--- config.mk ---
export PLATFORM = sky130hd
export DESIGN_NAME = mips_cpu_bus_master
export DESIGN_NICKNAME = d
export VERILOG_FILES = /design/src/rtl/mips_bus_pkg.sv /design/src/rtl/mips_bus_lane_align.sv /design/src/rtl/mips_cpu_bus_master.sv
export SDC_FILE = /design/constraint.sdc
export NUM_CORES = 1
export LEC_CHECK = 0
export CELL_PAD_IN_SITES_DETAIL_PLACEMENT = 0
export CELL_PAD_IN_SITES_GLOBAL_PLACEMENT = 1
export CORE_ASPECT_RATIO = 0.9
export CORE_UTILIZATION = 29
export CTS_BUF_LIST = sky130_fd_sc_hd__clkbuf_4 sky130_fd_sc_hd__clkbuf_8
export DETAILED_ROUTE_END_ITERATION = 10
export GPL_ROUTABILITY_DRIVEN = 0
export PLACE_DENSITY_LB_ADDON = 0.1
export SYNTH_ARGS = -nofsm -noshare
export SYNTH_HDL_FRONTEND = slang
export SYNTH_SLANG_ARGS = --single-unit
--- constraint.sdc ---
create_clock -name clk -period 1.6 [get_ports clk]
set_input_delay 0.16 -clock clk [delete_from_list [all_inputs] [get_ports clk]]
set_output_delay 0.16 -clock clk [all_outputs]
set_load 0.005 [all_outputs]
--- src/rtl/mips_bus_pkg.sv ---
// Shared types and helpers for the CPU bus master: access sizes, response
// error codes, FSM states, and byteenable/misalignment decoding from
// access size plus the byte offset within the word.
package mips_bus_pkg;

  typedef enum logic [1:0] {
    SZ_BYTE = 2'd0,
    SZ_HALF = 2'd1,
    SZ_WORD = 2'd2
  } size_t;

  typedef enum logic [1:0] {
    ERR_NONE     = 2'd0,
    ERR_MISALIGN = 2'd1,
    ERR_TIMEOUT  = 2'd2
  } err_t;

  typedef enum logic [2:0] {
    S_IDLE,
    S_BUS,
    S_RDATA,
    S_RESP,
    S_ERR
  } state_t;

  // Lane enables for an aligned access; illegal size yields no lanes.
  function automatic logic [3:0] be_from(input logic [1:0] size, input logic [1:0] offset);
    case (size)
      SZ_BYTE: be_from = 4'b0001 << offset;
      SZ_HALF: be_from = 4'b0011 << offset;
      SZ_WORD: be_from = 4'b1111;
      default: be_from = 4'b0000;
    endcase
  endfunction

  // Size 3 has no legal encoding, so it is reported as misaligned.
  function automatic logic is_misaligned(input logic [1:0] size, input logic [1:0] offset);
    case (size)
      SZ_BYTE: is_misaligned = 1'b0;
      SZ_HALF: is_misaligned = offset[0];
      SZ_WORD: is_misaligned = (offset != 2'd0);
      default: is_misaligned = 1'b1;
    endcase
  endfunction

endpackage

--- src/rtl/mips_bus_lane_align.sv ---
// Lane alignment datapath for the bus master (purely combinational).
// Ports: st_size/st_data -> st_lanes (store data replicated across lanes);
//        ld_size/ld_offset/ld_signed/ld_word -> ld_data (extracted, extended load).
module mips_bus_lane_align
  import mips_bus_pkg::*;
(
  input  logic [1:0]  st_size,
  input  logic [31:0] st_data,
  output logic [31:0] st_lanes,
  input  logic [1:0]  ld_size,
  input  logic [1:0]  ld_offset,
  input  logic        ld_signed,
  input  logic [31:0] ld_word,
  output logic [31:0] ld_data
);

  logic [31:0] shifted;

  // Replicating the byte/half into every lane puts it in the addressed lane
  // whatever the offset; byteenable selects which lanes actually land.
  always_comb begin
    st_lanes = st_data;
    case (st_size)
      SZ_BYTE: st_lanes = {4{st_data[7:0]}};
      SZ_HALF: st_lanes = {2{st_data[15:0]}};
      default: st_lanes = st_data;
    endcase
  end

  always_comb begin
    shifted = ld_word >> {ld_offset, 3'b000};
    ld_data = ld_word;
    case (ld_size)
      SZ_BYTE: ld_data = {{24{ld_signed & shifted[7]}}, shifted[7:0]};
      SZ_HALF: ld_data = {{16{ld_signed & shifted[15]}}, shifted[15:0]};
      default: ld_data = ld_word;
    endcase
  end

endmodule

--- src/rtl/mips_cpu_bus_master.sv ---
// Avalon-style bus initiator: one CPU load/store at a time, holds the command
// under waitrequest, returns aligned/extended data or a misalign/timeout error.
// Ports: clk/reset; req_* CPU request; resp_* one-cycle response; address/read/
// write/byteenable/writedata/waitrequest/readdata responder bus.
module mips_cpu_bus_master
  import mips_bus_pkg::*;
#(
  parameter int unsigned TIMEOUT_CYCLES = 1024,
  parameter int unsigned READ_LATENCY   = 1
) (
  input  logic        clk,
  input  logic        reset,
  input  logic        req_valid,
  output logic        req_ready,
  input  logic        req_write,
  input  logic [31:0] req_addr,
  input  logic [1:0]  req_size,
  input  logic        req_signed,
  input  logic [31:0] req_wdata,
  output logic        resp_valid,
  output logic [31:0] resp_rdata,
  output logic [1:0]  resp_err,
  output logic [31:0] address,
  output logic        read,
  output logic        write,
  output logic [3:0]  byteenable,
  output logic [31:0] writedata,
  input  logic        waitrequest,
  input  logic [31:0] readdata
);

  localparam int CW = $clog2(TIMEOUT_CYCLES + 1);
  // Abort fires on the stalled edge that would bring the count to TIMEOUT_CYCLES.
  localparam logic [CW-1:0] TLAST = CW'(TIMEOUT_CYCLES - 1);

  state_t      state, state_n;
  logic [31:0] addr_q;
  logic [3:0]  be_q;
  logic [31:0] wdata_q;
  logic [1:0]  size_q;
  logic [1:0]  off_q;
  logic        signed_q;
  logic        write_q;
  err_t        err_q;
  logic [31:0] rword_q;
  logic [CW-1:0] tcount;

  logic [31:0] st_lanes;
  logic [31:0] ld_data;
  logic        req_mis;

  assign req_mis = is_misaligned(req_size, req_addr[1:0]);

  mips_bus_lane_align u_align (
    .st_size   (req_size),
    .st_data   (req_wdata),
    .st_lanes  (st_lanes),
    .ld_size   (size_q),
    .ld_offset (off_q),
    .ld_signed (signed_q),
    .ld_word   (rword_q),
    .ld_data   (ld_data)
  );

  always_ff @(posedge clk) begin
    if (reset) begin
      state    <= S_IDLE;
      addr_q   <= '0;
      be_q     <= '0;
      wdata_q  <= '0;
      size_q   <= '0;
      off_q    <= '0;
      signed_q <= 1'b0;
      write_q  <= 1'b0;
      err_q    <= ERR_NONE;
      rword_q  <= '0;
      tcount   <= '0;
    end else begin
      state <= state_n;
      case (state)
        S_IDLE: if (req_valid) begin
          addr_q   <= {req_addr[31:2], 2'b00};
          be_q     <= be_from(req_size, req_addr[1:0]);
          wdata_q  <= st_lanes;
          size_q   <= req_size;
          off_q    <= req_addr[1:0];
          signed_q <= req_signed;
          write_q  <= req_write;
          err_q    <= req_mis ? ERR_MISALIGN : ERR_NONE;
          tcount   <= '0;
        end
        S_BUS: begin
          if (!waitrequest) begin
            if (READ_LATENCY == 0 && !write_q) rword_q <= readdata;
          end else if (tcount == TLAST) begin
            err_q <= ERR_TIMEOUT;
          end else begin
            tcount <= tcount + 1'b1;
          end
        end
        S_RDATA: rword_q <= readdata;
        default: ;
      endcase
    end
  end

  always_comb begin
    state_n    = state;
    req_ready  = 1'b0;
    read       = 1'b0;
    write      = 1'b0;
    resp_valid = 1'b0;
    resp_err   = ERR_NONE;
    resp_rdata = '0;
    case (state)
      S_IDLE: begin
        req_ready = 1'b1;
        if (req_valid) state_n = req_mis ? S_ERR : S_BUS;
      end
      S_BUS: begin
        read  = !write_q;
        write = write_q;
        if (!waitrequest)
          state_n = (write_q || READ_LATENCY == 0) ? S_RESP : S_RDATA;
        else if (tcount == TLAST)
          state_n = S_ERR;
      end
      S_RDATA: state_n = S_RESP;
      S_RESP: begin
        resp_valid = 1'b1;
        resp_rdata = write_q ? 32'd0 : ld_data;
        state_n    = S_IDLE;
      end
      S_ERR: begin
        resp_valid = 1'b1;
        resp_err   = err_q;
        state_n    = S_IDLE;
      end
      default: state_n = S_IDLE;
    endcase
  end

  assign address    = addr_q;
  assign byteenable = be_q;
  assign writedata  = wdata_q;

endmodule
Word level (Yosys, flattened, before mapping)
Cells that the tools add are included.
Storage, ports and cells
  output and inout port bits: 106
  logic and storage cells: 67
  register bits after elaboration: 120
Cells by class
  $add $sub $neg: 1
  shifts and indexed selects: 3
  bitwise gates (word level): 2
  reduce and logical (&&, ||, !) cells: 11
  equal/unequal tests: 13
  multiplexer cells: 26
Operators by type and width (count)
  $pmux 32 s2: 2
  $mux 32: 2
  $mux 11: 3
  $shr 32x5->16: 1
  $pmux 11 s2: 1
  $mux 3: 4
  $pmux 4 s3: 1
  $add 11x1->11 const B: 1
  $eq 11x10->1 const B: 1
  $pmux 3 s3: 1
  $mux 2: 4
  $ne 2x2->1 const B: 4
  $reduce_and 4->1: 2
  $eq 3x2->1 const B: 2
  $mux 1: 6
  $eq 2x1->1 const B: 2
  $logic_not 2->1: 2
  $pmux 2 s2: 1
  $reduce_and 2->1: 2
  $reduce_bool 2->1: 2
  $shl 1x2->4 const A: 1
  $shl 2x2->4 const A: 1
  $eq 3x1->1 const B: 1
  $eq 3x3->1 const B: 1
  other kinds (7): 8

Logic depth before layout (Yosys ltp)
  depth after elaboration: 5
  gate-level depth with buffers: 7
  mapped depth without buffers: 5

Cells and area by module
From an unflattened synthesis, not the netlist that was laid out.
Second synthesis, totals
  cell total of the unflattened synthesis: 778
  area total of the unflattened synthesis: 5939.4 um^2
Modules (own cells, without submodules)
  mips_cpu_bus_master: instances 1, cells an instance 616, area each 4794.6 um^2, sequential area each 2402.3 um^2
  mips_bus_lane_align: instances 1, cells an instance 162, area each 1144.8 um^2, sequential area each 0.0 um^2

Worst setup path after synthesis
OpenSTA, ideal clock, no wires.
  path kind: reg2out
  from: register state[1]
  to: output resp_rdata[21]
  cell stages (with the launch flop): 7
  slack: -77 ps
  arrival time: 1517 ps
  cells stage by stage: dfxtp_1 -> nor4bb_1 -> clkbuf_1 -> and2_1 -> clkbuf_1 -> buf_2 -> a21o_1
Between the ends
  longest elaborated chain between the ends: 2
Ends and longest elaborated chain
  start, declared: line mips_cpu_bus_master.sv:36  | state_t state, state_n;
  start signal, assigned: line mips_cpu_bus_master.sv:79  | state <= state_n;
  $eq 3x2->1: line mips_cpu_bus_master.sv:115  | case (state)
  $mux 32: line mips_cpu_bus_master.sv:115
  end, declared: line mips_cpu_bus_master.sv:21  | output logic [31:0] resp_rdata,
No other way between the ends.

Worst setup path in the final report
  from: register off_q[1]
  to: output resp_rdata[1]
Between the ends
  longest elaborated chain between the ends: 4
Ends and longest elaborated chain
  start, declared: line mips_cpu_bus_master.sv:41  | logic [1:0] off_q;
  start signal, assigned: line mips_cpu_bus_master.sv:86  | off_q <= req_addr[1:0];
  $shr 32x5->16: line mips_bus_lane_align.sv:31  | shifted = ld_word >> {ld_offset, 3'b000};
  $pmux 32 s2: line mips_bus_lane_align.sv:33  | case (ld_size)
  $mux 32: line mips_cpu_bus_master.sv:131  | resp_rdata = write_q ? 32'd0 : ld_data;
  $mux 32: line mips_cpu_bus_master.sv:115
No other way between the ends.

==> results by stage <==
Run status:
- The run finished, with violations left.
- The checks that failed: negative setup slack.

Setup path:
- Data arrives at the worst endpoint at 2140 ps.
- The endpoint type of the worst setup path is a primary output.
- The number of cell instances on the worst register-to-register path is 6.
- The largest fanout on the critical path is 9.
- In this run the critical register-to-register path is launched from state[0]$_SDFFE_PP0P_.
- STA classifies the critical path startpoint as a flop.
- The critical path in this run is classified as flop to primary output.
- The endpoint of the worst register-to-register path is tcount[4]$_SDFFE_PP0P_.
- The data required time at the worst endpoint is 1440 ps.
- In this run the register-to-register setup slack is -280 ps.

Yosys:
- Among all flip-flop cells after synthesis, the most frequent one is dfxtp_1.
- The cell area that synthesis handed to floorplanning was 0.00555 sq mm.
- Synthesis instantiated 54 different standard cells from the library.
- After technology mapping, the gate count stands at 710.
- Sorting the synthesized cells by how often they occur yields nand2_1, dfxtp_1, a21oi_1.
- The synthesized design devotes to its leading area cell type 43.3% of total area.
- Counting flops with an async set or reset pin after synthesis yields a share of 0%.
- The count of flip-flops with a built-in enable after synthesis is 0.
- Sequential cells were found to cover 43.3% of the synthesized design area.
- The mean instance size in the synthesized netlist is 7.82 sq um.
- The biggest area contributor in the post-synthesis netlist is dfxtp_1.
- The post-synthesis register bit count is 120.
- The most frequent cell after synthesis is nand2_1.
- The total number of yosys warnings is 0.
- Ranked by total cell area, the synthesized netlist is headed by dfxtp_1, nand2_1, a21oi_1.

Clock tree:
- CTS placed an instance of clkbuf_8 at the clock tree root.
- The total number of H-tree levels is 4.
- The clock latency on the worst-skew pair is 450 ps.
- Counting along the longest clock path gives a buffer depth of 2.
- After clock tree synthesis, the clock-pin slew on the worst setup and hold paths is 70 ps.
- The hold buffer count at CTS is 0.
- The number of buffers added by the clock tree synthesis step is 17.
- The clock drives 120 sinks.
- TritonCTS built the clock tree.

Hold path:
- The hold path startpoint is reset.
- The path class of the lowest-slack min-delay path is input pin to flop.
- The destination of the worst hold path is err_q[1]$_SDFFE_PP0P_.
- The worst hold path passes through 2 cells.

Cells and area:
- The final net count is 1122.
- The ratio of cells with drive above 1 in the final layout is 39.2%.
- The final cell area excluding filler cells is 0.0106 sq mm.
- The area added between synthesis and finish is 91.1%.
- The number of diodes is 0.

Timing:
- The portion of the clock cycle consumed by the worst path in the final layout is 144%.
- The minimum hold slack is 122 ps.
- The worst setup slack after layout is -703 ps.
- The setup-violating endpoint count in the final report is 113.
- Timing would allow up to 0.434 GHz.
- The final count of hold timing violations is 0.
- The max-slew violation total from the final report is 0.
- Counting I/O delays and the setup requirement, the final critical path takes 2300 ps.
- The setup skew after layout is 15.9 ps.
- Setup repair after global routing could not meet its margin everywhere.

Pwr:
- VDD sags by at most 0.614 mV.
- The power per unit of standard cell area is 864 mW/mm^2.
- The analysis attributes to cell leakage a power of 4.31 nW.

GRT:
- The number of global-route vias before repair is 6122.
- met2 is the most crowded layer.
- The met2 usage in global routing is 32.6%.
- The pin count of the biggest net entering global routing is 59.
- For met3 alone, demand over resource in global routing was 7.60%.
- Global routing used 25.2% of the available met1 tracks.
- The number of antenna violations at the first check in global routing came to 0.
- The first-pass GRT wire length is 31400 microns.
- Global routing finished with a remaining overflow of 0.
- Global routing used 20.3% of the available tracks across all layers.

Floorplanning:
- The starting utilization of the core area is 29.9%.
- Measured along the y axis, the die boundary spans 133 microns.
- The count of pins on the block boundary is 210.
- The die area is 0.0197 sq mm.
- In this run the horizontal extent of the chip is 148 microns.
- After floorplanning, the core was sized to cover 0.0186 sq mm.
- The count of standard-cell rows is 47.

Run:
- The tool flagged a number of max-cap violations equal to 0.

Routing:
- The average wire per standard cell is 17.8 microns.
- For this run, the detailed router's first-pass iteration total came to 4.
- The routed layout has 6389 vias.
- The via-per-instance ratio is 5.01.
- The wire length after detailed routing is 22700 microns.
- The violation count after the first detailed-routing iteration is 303.
- The count of nets left with antenna violations once routing finished came out at 0.
- The remaining design rule violation count is 0.

Placed design:
- Detailed placement ended at an HPWL of 13900 microns.
- The total placed instance area is 0.00843 sq mm.
- The pre-CTS worst setup slack is -640 ps.
- The count of buffers added on input and output ports is 207.
state kept, by name (all words and copies together) (netlist names):
name / count
rword_q: 32
writedata: 32
address: 30
tcount: 11
byteenable: 4
state: 3
err_q: 2
off_q: 2
size_q: 2
signed_q: 1
write_q: 1
cell families (layout without fill, tap and decap cells):
kind of cell,count (synthesis),count (layout),synth area share (%)
adders and majority gates,1,1,0.225
muxes,29,29,5.45
other,1,2,0.0675
DFF,120,120,43.3
AOI/OAI and AO/OA,216,216,24.6
buffers and inverters,65,383,4.96
and+or+nand+nor,278,279,21.4
worst max path at each step:
stage                               start                      to  slack (ps)  depth (start not counted)
CTS                 off_q[1]$_SDFFE_PP0P_          resp_rdata[25]        -760                          8
finish              off_q[1]$_SDFFE_PP0P_           resp_rdata[1]        -700                          6
global placement    off_q[1]$_SDFFE_PP0P_          resp_rdata[28]        -550                          7
detailed placement  off_q[1]$_SDFFE_PP0P_          resp_rdata[23]        -640                          7
floorplan           state[0]$_SDFFE_PP0P_  tcount[4]$_SDFFE_PP0P_         -60                          6
global route        off_q[1]$_SDFFE_PP0P_          resp_rdata[24]        -820                          8
metrics by stage:
| step | power (W) | setup TNS, ps | std cells | util, % |
|---|---|---|---|---|
| finish | 0.00916 | -24890 | 1275 | 57.1 |
| global route | 0.00960 | -35310 | 1275 | 57.1 |
| CTS | 0.00820 | -23880 | 1235 | 49.4 |
| detailed placement | 0.00540 | -25880 | 1182 | 45.3 |
| global placement | 0.00538 | -23340 | 1182 | 45.3 |
| floorplan | 0.00425 | -1070 | 711 | - |
cell usage in the layout, fill, tap and decap left out, types with 7 or more instances in the layout:
master           count
buf_4               71
nand2_4             45
nor2_4               8
mux2i_1             18
o221a_2              7
clkbuf_8            19
buf_2               30
o21ai_0             21
a21o_1              16
dfxtp_1            110
a21oi_2             62
dfxtp_2             10
a211oi_2             9
a21oi_1             49
buf_6               42
nand2_1            146
buf_12              13
nand2_2              7
clkdlybuf4s50_1    171
mux2i_4              7
clkbuf_16           10
nor2_1              27
power breakdown:
part           total, W  internal (W)  switching [W]
combinational   0.00315       0.00171        0.00144
clock           0.00262       0.00131        0.00130
sequential      0.00339       0.00323       0.000165
per-layer routing:
metal | vias to the layer above | wire, microns | share of wire (%)
met4 | 0 | 245 | 1.1
met5 | - | 0 | 0
met1 | 3092 | 10000 | 44
met3 | 23 | 1580 | 7.0
li1 | 3099 | - | -
met2 | 175 | 10800 | 48
what timing repair did:
action	4_1_cts	5_1_grt
resized for setup	206	239
setup buffers	20	28
cloned	1	15
setup endpoints to repair	50	123
pin swaps	34	109
layout make-up:
class	count	area [sq um]
Multi-Input combinational cell	527	3970
Fill cell	1666	7970
Timing Repair Buffer	347	3530
Inverter	4	15.0
Clock buffer	20	269
Sequential cell	120	2410
Clock inverter	12	103
Tap cell	245	307
critical path, stage by stage, from the launching register on:
cell             delay, ps
dfxtp_2                330
buf_4                  160
buf_12                 150
mux2i_4                190
a21oi_2                170
o221a_2                200
clkdlybuf4s50_1        490
Power figures use the tool's default switching activity.
